===== config.mk =====
export PLATFORM = sky130hd
export DESIGN_NAME = uart_core_cfg
export DESIGN_NICKNAME = d
export VERILOG_FILES = /design/src/rtl/uart_core_cfg.sv
export SDC_FILE = /design/constraint.sdc
export NUM_CORES = 1
export LEC_CHECK = 0
export CAP_MARGIN = 20
export CORE_MARGIN = 8
export CORE_UTILIZATION = 60
export DETAILED_ROUTE_END_ITERATION = 10
export PLACE_DENSITY = 0.82
export SYNTH_ARGS = -nofsm -noshare
export SYNTH_HDL_FRONTEND = slang
export SYNTH_SLANG_ARGS = --single-unit

===== constraint.sdc =====
create_clock -name clk -period 5.4 [get_ports clk]
set_input_delay 0.81 -clock clk [delete_from_list [all_inputs] [get_ports clk]]
set_output_delay 0.81 -clock clk [all_outputs]
set_load 0.01 [all_outputs]

===== src/rtl/uart_core_cfg.sv =====
// Full-duplex UART with a TX FIFO and an RX FIFO between a strobe-driven host and the serial pins.
// Latency: tx falls two cycles after a write into an idle core; RX bytes reach the FIFO one cycle after the stop-bit centre sample.
// Backpressure: writes while tx_full are dropped; a received byte is dropped with an rx_overrun pulse when the RX FIFO is full.
//
// Ports: clk/rst (sync, active high); rx/tx serial pins (idle high); parity_odd selects odd parity;
//        tx_wr_en/tx_wr_data/tx_full/tx_busy host TX side; rx_rd_en/rx_rd_data/rx_empty host RX side (show-ahead);
//        rx_frame_err/rx_parity_err/rx_overrun one-cycle error pulses.
// Optional feature: define UART_PARITY_EN to add a parity bit after the data bits in both directions.

module uart_fifo #(
    parameter int W     = 8,
    parameter int DEPTH = 16
) (
    input  logic         clk,
    input  logic         rst,
    input  logic         wr_en,
    input  logic [W-1:0] wr_data,
    input  logic         rd_en,
    output logic [W-1:0] rd_data,
    output logic         full,
    output logic         empty
);
    localparam int AW = $clog2(DEPTH);
    localparam logic [AW-1:0] PTR_ONE = 1;
    localparam logic [AW:0]   CNT_ONE = 1;
    localparam logic [AW:0]   CNT_MAX = (AW+1)'(DEPTH);

    logic [W-1:0]  mem [DEPTH];
    logic [AW-1:0] wr_ptr, rd_ptr;
    logic [AW:0]   count, count_nxt;
    logic          do_wr, do_rd;

    // A full FIFO refuses writes even if it is popped in the same cycle.
    assign do_wr = wr_en && !full;
    assign do_rd = rd_en && !empty;

    always_comb begin
        count_nxt = count;
        if (do_wr && !do_rd) count_nxt = count + CNT_ONE;
        if (do_rd && !do_wr) count_nxt = count - CNT_ONE;
    end

    always_ff @(posedge clk) begin
        if (do_wr) mem[wr_ptr] <= wr_data;
    end

    always_ff @(posedge clk) begin
        if (rst) begin
            wr_ptr <= '0;
            rd_ptr <= '0;
            count  <= '0;
            full   <= 1'b0;
            empty  <= 1'b1;
        end else begin
            if (do_wr) wr_ptr <= wr_ptr + PTR_ONE;
            if (do_rd) rd_ptr <= rd_ptr + PTR_ONE;
            count <= count_nxt;
            full  <= (count_nxt == CNT_MAX);
            empty <= (count_nxt == '0);
        end
    end

    assign rd_data = empty ? '0 : mem[rd_ptr];
endmodule

module uart_core_cfg #(
    parameter int CLK_DIV    = 16,
    parameter int DATA_BITS  = 8,
    parameter int STOP_BITS  = 1,
    parameter int FIFO_DEPTH = 16
) (
    input  logic                 clk,
    input  logic                 rst,
    input  logic                 rx,
    output logic                 tx,
    input  logic                 parity_odd,
    input  logic                 tx_wr_en,
    input  logic [DATA_BITS-1:0] tx_wr_data,
    output logic                 tx_full,
    output logic                 tx_busy,
    input  logic                 rx_rd_en,
    output logic [DATA_BITS-1:0] rx_rd_data,
    output logic                 rx_empty,
    output logic                 rx_frame_err,
    output logic                 rx_parity_err,
    output logic                 rx_overrun
);
    localparam int CW = $clog2(CLK_DIV);
    localparam logic [CW-1:0] CNT_ONE   = 1;
    localparam logic [CW-1:0] CNT_LAST  = CW'(CLK_DIV - 1);
    localparam logic [CW-1:0] HALF_LAST = CW'(CLK_DIV / 2 - 1);
    localparam logic [2:0]    BIT_LAST  = 3'(DATA_BITS - 1);
    localparam logic          STOP_LAST = 1'(STOP_BITS - 1);

    localparam logic [2:0] S_IDLE   = 3'd0;
    localparam logic [2:0] S_START  = 3'd1;
    localparam logic [2:0] S_DATA   = 3'd2;
    localparam logic [2:0] S_PARITY = 3'd3;
    localparam logic [2:0] S_STOP   = 3'd4;

    // ---------------- TX ----------------
    logic [2:0]           tx_state;
    logic [CW-1:0]        tx_cnt;
    logic [2:0]           tx_bit_idx;
    logic                 tx_stop_idx;
    logic [DATA_BITS-1:0] tx_shreg;
    logic [DATA_BITS-1:0] tx_head;
    logic                 tx_fifo_empty, tx_pop, tx_tick, tx_nxt;
`ifdef UART_PARITY_EN
    logic                 tx_par_bit;
`else
    logic                 unused_parity_odd;
    assign unused_parity_odd = parity_odd;
`endif

    uart_fifo #(.W(DATA_BITS), .DEPTH(FIFO_DEPTH)) u_tx_fifo (
        .clk(clk), .rst(rst),
        .wr_en(tx_wr_en), .wr_data(tx_wr_data),
        .rd_en(tx_pop), .rd_data(tx_head),
        .full(tx_full), .empty(tx_fifo_empty)
    );

    assign tx_tick = (tx_cnt == CNT_LAST);
    assign tx_busy = (tx_state != S_IDLE) || !tx_fifo_empty;

    // The head is popped on the same edge the FSM enters START, including the
    // stop-to-start hand-off that keeps back-to-back frames gap-free.
    always_comb begin
        tx_pop = 1'b0;
        if (tx_state == S_IDLE && !tx_fifo_empty)
            tx_pop = 1'b1;
        else if (tx_state == S_STOP && tx_tick && tx_stop_idx == STOP_LAST && !tx_fifo_empty)
            tx_pop = 1'b1;
    end

    always_comb begin
        tx_nxt = 1'b1;
        case (tx_state)
            S_START:  tx_nxt = 1'b0;
            S_DATA:   tx_nxt = tx_shreg[0];
`ifdef UART_PARITY_EN
            S_PARITY: tx_nxt = tx_par_bit;
`endif
            default:  tx_nxt = 1'b1;
        endcase
    end

    always_ff @(posedge clk) begin
        if (rst) begin
            tx          <= 1'b1;
            tx_state    <= S_IDLE;
            tx_cnt      <= '0;
            tx_bit_idx  <= '0;
            tx_stop_idx <= 1'b0;
            tx_shreg    <= '0;
`ifdef UART_PARITY_EN
            tx_par_bit  <= 1'b0;
`endif
        end else begin
            // Pin is registered from the state, so it trails the FSM by one cycle.
            tx <= tx_nxt;
            if (tx_state != S_IDLE) tx_cnt <= tx_tick ? '0 : tx_cnt + CNT_ONE;
            if (tx_pop) begin
                tx_state <= S_START;
                tx_shreg <= tx_head;
`ifdef UART_PARITY_EN
                tx_par_bit <= (^tx_head) ^ parity_odd;
`endif
            end else if (tx_tick) begin
                case (tx_state)
                    S_START: begin
                        tx_state   <= S_DATA;
                        tx_bit_idx <= '0;
                    end
                    S_DATA: begin
                        if (tx_bit_idx == BIT_LAST) begin
`ifdef UART_PARITY_EN
                            tx_state <= S_PARITY;
`else
                            tx_state <= S_STOP;
`endif
                            tx_stop_idx <= 1'b0;
                        end else begin
                            tx_bit_idx <= tx_bit_idx + 3'd1;
                            tx_shreg   <= tx_shreg >> 1;
                        end
                    end
                    S_PARITY: begin
                        tx_state    <= S_STOP;
                        tx_stop_idx <= 1'b0;
                    end
                    S_STOP: begin
                        if (tx_stop_idx == STOP_LAST) tx_state <= S_IDLE;
                        else                          tx_stop_idx <= tx_stop_idx + 1'b1;
                    end
                    default: tx_state <= S_IDLE;
                endcase
            end
        end
    end

    // ---------------- RX ----------------
    logic                 rx_s1, rx_s2, rx_prev;
    logic [2:0]           rx_state;
    logic [CW-1:0]        rx_cnt;
    logic [2:0]           rx_bit_idx;
    logic [DATA_BITS-1:0] rx_shreg;
    logic                 rx_done_q, rx_stop_q, rx_good, rx_fifo_full;
`ifdef UART_PARITY_EN
    logic                 rx_par_odd_q, rx_par_ok, rx_par_ok_q;
    assign rx_good = rx_done_q && rx_stop_q && rx_par_ok_q;
`else
    assign rx_good = rx_done_q && rx_stop_q;
    assign rx_parity_err = 1'b0;
`endif

    // rx_shreg stays stable for half a bit after the stop sample, so it can feed the FIFO directly.
    uart_fifo #(.W(DATA_BITS), .DEPTH(FIFO_DEPTH)) u_rx_fifo (
        .clk(clk), .rst(rst),
        .wr_en(rx_good), .wr_data(rx_shreg),
        .rd_en(rx_rd_en), .rd_data(rx_rd_data),
        .full(rx_fifo_full), .empty(rx_empty)
    );

    always_ff @(posedge clk) begin
        if (rst) begin
            rx_s1        <= 1'b1;
            rx_s2        <= 1'b1;
            rx_prev      <= 1'b1;
            rx_state     <= S_IDLE;
            rx_cnt       <= '0;
            rx_bit_idx   <= '0;
            rx_shreg     <= '0;
            rx_done_q    <= 1'b0;
            rx_stop_q    <= 1'b0;
            rx_frame_err <= 1'b0;
            rx_overrun   <= 1'b0;
`ifdef UART_PARITY_EN
            rx_par_odd_q  <= 1'b0;
            rx_par_ok     <= 1'b0;
            rx_par_ok_q   <= 1'b0;
            rx_parity_err <= 1'b0;
`endif
        end else begin
            rx_s1   <= rx;
            rx_s2   <= rx_s1;
            rx_prev <= rx_s2;
            // Verdict pulses line up with the FIFO write, one cycle after the stop sample.
            rx_done_q    <= 1'b0;
            rx_frame_err <= rx_done_q && !rx_stop_q;
            rx_overrun   <= rx_good && rx_fifo_full;
`ifdef UART_PARITY_EN
            rx_parity_err <= rx_done_q && rx_stop_q && !rx_par_ok_q;
`endif
            case (rx_state)
                S_IDLE: begin
                    if (rx_prev && !rx_s2) begin
                        rx_state <= S_START;
                        rx_cnt   <= '0;
`ifdef UART_PARITY_EN
                        rx_par_odd_q <= parity_odd;
`endif
                    end
                end
                S_START: begin
                    // Half-bit re-check rejects short low glitches.
                    if (rx_cnt == HALF_LAST) begin
                        rx_cnt     <= '0;
                        rx_bit_idx <= '0;
                        rx_state   <= rx_s2 ? S_IDLE : S_DATA;
                    end else begin
                        rx_cnt <= rx_cnt + CNT_ONE;
                    end
                end
                S_DATA: begin
                    if (rx_cnt == CNT_LAST) begin
                        rx_cnt   <= '0;
                        rx_shreg <= {rx_s2, rx_shreg[DATA_BITS-1:1]};
                        if (rx_bit_idx == BIT_LAST) begin
`ifdef UART_PARITY_EN
                            rx_state <= S_PARITY;
`else
                            rx_state <= S_STOP;
`endif
                        end else begin
                            rx_bit_idx <= rx_bit_idx + 3'd1;
                        end
                    end else begin
                        rx_cnt <= rx_cnt + CNT_ONE;
                    end
                end
`ifdef UART_PARITY_EN
                S_PARITY: begin
                    if (rx_cnt == CNT_LAST) begin
                        rx_cnt    <= '0;
                        rx_par_ok <= (rx_s2 == ((^rx_shreg) ^ rx_par_odd_q));
                        rx_state  <= S_STOP;
                    end else begin
                        rx_cnt <= rx_cnt + CNT_ONE;
                    end
                end
`endif
                S_STOP: begin
                    // Only the first stop bit is checked; any further ones look like idle line.
                    if (rx_cnt == CNT_LAST) begin
                        rx_cnt    <= '0;
                        rx_done_q <= 1'b1;
                        rx_stop_q <= rx_s2;
`ifdef UART_PARITY_EN
                        rx_par_ok_q <= rx_par_ok;
`endif
                        rx_state  <= S_IDLE;
                    end else begin
                        rx_cnt <= rx_cnt + CNT_ONE;
                    end
                end
                default: rx_state <= S_IDLE;
            endcase
        end
    end
endmodule


After elaboration in Yosys (flattened, before gate mapping)
Memory sizes are Yosys's and may differ from the RTL's. A register that Yosys moved wholly into a read port is not among the register bits. Index checks and enable logic that the tools add are counted.

Memories kept: 2. Word-level logic and storage cells: 171. Bits in registers: 75. Memory bits (writable): 256. Output and inout bits: 15. Input bits: 14.

Memories: u_rx_fifo.mem (words 16, bits a word 8, read ports 1, clocked after Yosys merged registers in 1, write ports 1, line 28) `logic [W-1:0] mem [DEPTH];`; u_tx_fifo.mem (words 16, bits a word 8, read ports 1, clocked after Yosys merged registers in 1, write ports 1, line 28).

Bitwise operators: 3. Equal/unequal tests: 26. Muxes and demuxes: 48. Add/subtract/negate cells: 13. Reduce and logical (&&, ||, !) cells: 51.

Operators by type and width (count): $mux 8 (6); $mux 3 (11); $mux 4 (8); $add 4x1->4 const B (6); $pmux 3 s4 (2); $mux 5 (4); $ne 2x2->1 const B (9); $logic_and 1x1->1 (16); $eq 3x3->1 const B (4); $pmux 3 s2 (2); $pmux 4 s3 (1); $reduce_and 4->1 (3); $mux 1 (11); $add 5x1->5 const B (2); $eq 5x5->1 const B (2); $logic_not 1->1 (10); $logic_not 5->1 (2); $sub 5x1->5 const B (2); $eq 3x2->1 const B (3); $reduce_and 3->1 (3); $reduce_bool 3->1 (3); $eq 4x4->1 const B (2); $reduce_bool 2->1 (4); $add 3x1->3 const B (2); other kinds (14) (23).

Logic depth before layout (Yosys ltp)
Depth in word-level cells: 12. Depth in mapped cells: 8. Depth with buffers taken out: 7.

Modules after synthesis
Synthesis repeated with hierarchy kept, for this count alone.

Cell total of the unflattened synthesis: 851. Area total of the unflattened synthesis: 13927.1 um2.

Modules (own cells, without submodules): uart_fifo at u_tx_fifo (cells an instance 314, times used 1, area an instance 5943.2 um2, seq. area each 4224.1 um2); uart_fifo at u_rx_fifo (cells an instance 314, times used 1, area an instance 5913.2 um2, seq. area each 4224.1 um2); uart_core_cfg (cells an instance 223, times used 1, area an instance 2070.7 um2, seq. area each 880.8 um2).

Least setup slack after synthesis
Ideal clock, no wire load.

Path kind: register to output. From: register (tool-made name). To: output port rx_rd_data[0]. Path buffers: 2. Arrival: 1.766 ns. Stages on the path, launching flop included: 6. Required time: 4.590 ns. Path slack: 2.824 ns. Cell sequence: dfxtp_1 buf_2 buf_4 mux4_2 mux4_2 nor2b_1.

RTL lines: end, declared (line 82) `output logic [DATA_BITS-1:0] rx_rd_data,`.

==> metrics.cfg <==
[status]
outcome=complete, no violations

[pwr]
netSwitchingPower_mw=1.574
p_total_mw=6.573
p_comb_frac=0.154
swShare=0.2394
p_leak_nw=4.988
peakVddDrop_v=0.0003572
pwr_density_cell_nw_per_um2=429.3
seqPwrFrac=0.455
power.internal_mw=4.999
clkPwrFrac=0.391

[clock_network]
holdBufCountCts=0
post_cts.repair.setup_buffers=0
cts_tree=built
clock_path_buffers=3
clk_latency_ns=0.50
cts_root_buffer=clkbuf_16
cts_buffers=34
cts-htree-levels=2
ctsResizeCount=0
cts_sinks=338
cts.clk_slew.worst_paths_ns=0.06

[route]
wl_mm=25.95
via_per_inst=6.122
vias=7242
drt_iter0_markers=747
drc_errors=0
firstDrtPassIters=6
ant_nets=0
wl_per_cell_um=21.93

[die]
initial_core_util=0.6050
die_h_um=166.4
coreArea_um2=22430
die_width_um=166.4
rows=55
io_pins=29
dieArea_um2=27690

[sta]
maxSlewViolCount=0
final_hold_viol_count=0
post-route-period-util=0.7832
post-route-min-period_ns=4.229
fin_hold_ws_ns=0.4139
grt_setup_unrepaired=no
setup_viol=0
skew_ns=0.01017
slew-limit-headroom=0.2509
setup_tns_ns=0
fmax_ghz=0.2364
tightest_slew_ns=1.119

[worst_setup_path]
criticalPathCategory=reg2out
crit_fanout=19
crit_chain=buf_4 -> mux4_2 -> mux4_2 -> nor2b_1 -> clkdlybuf4s50_1
crit_top_cell=mux4_2
arrival_ns=3.42
r2r_start=tx_cnt[0]
max_stage_delay_ns=0.80
crit_path_end_kind=output port
startpoint_type=register
crit_required_ns=4.59
crit_slowest_cell=dfxtp_2

[finish]
drive_gt1_frac=0.1771
fin_nets=906
utilization=0.6824
area_delta_synth_final_pct=12.80
diodes=0

[synthesis]
synth-seq-cells=338
ys_seq_area_frac=0.6874
synth_area_um2=13570
synthesis.instances=842
ys.flop_type=edfxtp_1
ys_warn_count=0
synth_edf_count=256
synth_nets=876
syn_avg_cell_area_um2=16.12
synth_cell_types=59
synth_top_cell_by_area=edfxtp_1
synth.area.top_cells=edfxtp_1 (57%), mux4_2 (12%), dfxtp_1 (12%)
synthArstFlopShare=0
yosysTopAreaCellShare=0.5664

[min_path]
min_path_type=reg2reg
worstHoldStart=rx_s1

[placement]
post-dp-hpwl_mm=15.73
port_buffers=26
place.gp.congestion=0.7734

[global_route]
overflow=0
grt_pass1_vias=7377
grt_pass1_wl_mm=40.92
antenna_found_initial=0
grtUsageTotal=0.1886
grt_max_degree=48

[run]
maxCapViolCount=0

-- layer usage --
layer / share of wire / global-route usage / vias up
li1: - / - / 3292
met1: 0.40 / 0.2315 / 3663
met2: 0.52 / 0.3348 / 244
met3: 0.053 / 0.03256 / 43
met4: 0.022 / 0.06150 / 0
met5: 0 / 0 / -
-- registers in the layout (all words and copies together), names as in the netlist, 5 cells and up, named ones only --
register,cells
rx_shreg,8
tx_shreg,8
u_rx_fifo.count,5
u_rx_fifo.mem,128
u_tx_fifo.count,5
u_tx_fifo.mem,128
-- area by class of cell --
cell class / instances / area (um2)
tap: 285 / 356.6
clock buffer: 46 / 1011
fill: 1417 / 7126
inverter: 11 / 41.29
multi-input combinational: 448 / 3976
sequential: 338 / 9333
timing repair buffer: 39 / 352.8
clock inverter: 16 / 237.7
-- Yosys cell counts (5+ instances only) --
master	number
xor2_1	11
o21ai_0	9
nand2_1	50
a22oi_1	14
a21oi_1	25
xnor2_1	11
clkbuf_1	18
inv_1	11
nor3_1	21
nand3_1	8
nor4_1	6
and2_1	10
nand2b_1	10
or2_2	5
nor2b_1	17
nor2_1	81
buf_4	6
buf_2	9
mux4_2	74
a211oi_1	8
dfxtp_1	82
buf_1	9
edfxtp_1	256
mux2i_1	14
ha_1	20
or3_1	5
-- worst max-delay path: cells and delay by family, from the launching register on --
kind | cells | cell delay (ns)
muxes | 2 | 1.03
buffers and inverters | 2 | 0.91
and+or+nand+nor | 1 | 0.15
DFF | 1 | 0.80
-- power by group through the flow --
stage / logic, mW / clock network (mW) / registers [mW]
4_1_cts: 1.02 / 2.60 / 2.99
3_5_place_dp: 1.01 / 0 / 3.05
5_1_grt: 1.10 / 2.71 / 3.01
3_3_place_gp: 0.986 / 0 / 3.04
2_1_floorplan: 0.838 / 0 / 2.98
6_report: 1.01 / 2.57 / 2.99
-- kinds of logic after synthesis --
logic type / synth area share
compound gates: 0.03909
xor+xnor: 0.01420
fa+ha+maj: 0.01844
buf+inv: 0.01964
flops: 0.6874
mux: 0.1340
other cells: 0.0002763
simple gates: 0.08703
-- cells in the final DEF, fill, tap and decap left out, types with 3 or more instances in the layout --
master and n:
mux2i_1 14, nor2_1 81, clkinv_2 4, xor2_1 11, ha_1 20, clkinvlp_4 4
clkdlybuf4s50_1 25, nand4_1 4, o31a_1 3, and3_1 3, clkbuf_8 3, nor3_1 21
edfxtp_1 256, nand2_1 50, nand3_1 8, o21ai_0 9, or2_2 5, nor4_1 6
mux4_2 74, clkbuf_1 5, a311oi_1 3, bufinv_16 6, or3_1 5, xnor2_1 11
nand3b_1 3, a22oi_1 14, a211oi_1 8, and2_1 10, dfxtp_1 79, buf_4 13
nand2b_1 10, a21oi_1 25, nor2b_1 17, inv_1 11, clkbuf_16 38, dfxtp_2 3
-- worst paths after layout --
path,end,slack (ns),cells after the start
worst max-delay path,rx_rd_data[5],1.17,5
worst max register to register,u_tx_fifo.full,2.89,6
worst min-delay path,rx_s2,0.41,1
worst min register to register,rx_s2,0.41,1
-- metrics by stage --
stage          worst slack, ns  area [um2]  cells
4_1_cts                  1.082       15310   1183
6_report                 1.171       15310   1183
2_1_floorplan            2.824       13570    842
3_3_place_gp             1.691       14060   1121
3_5_place_dp             1.629       14060   1121
5_1_grt                 0.9796       15310   1183
No activity file was read; power rests on OpenSTA's default activity.
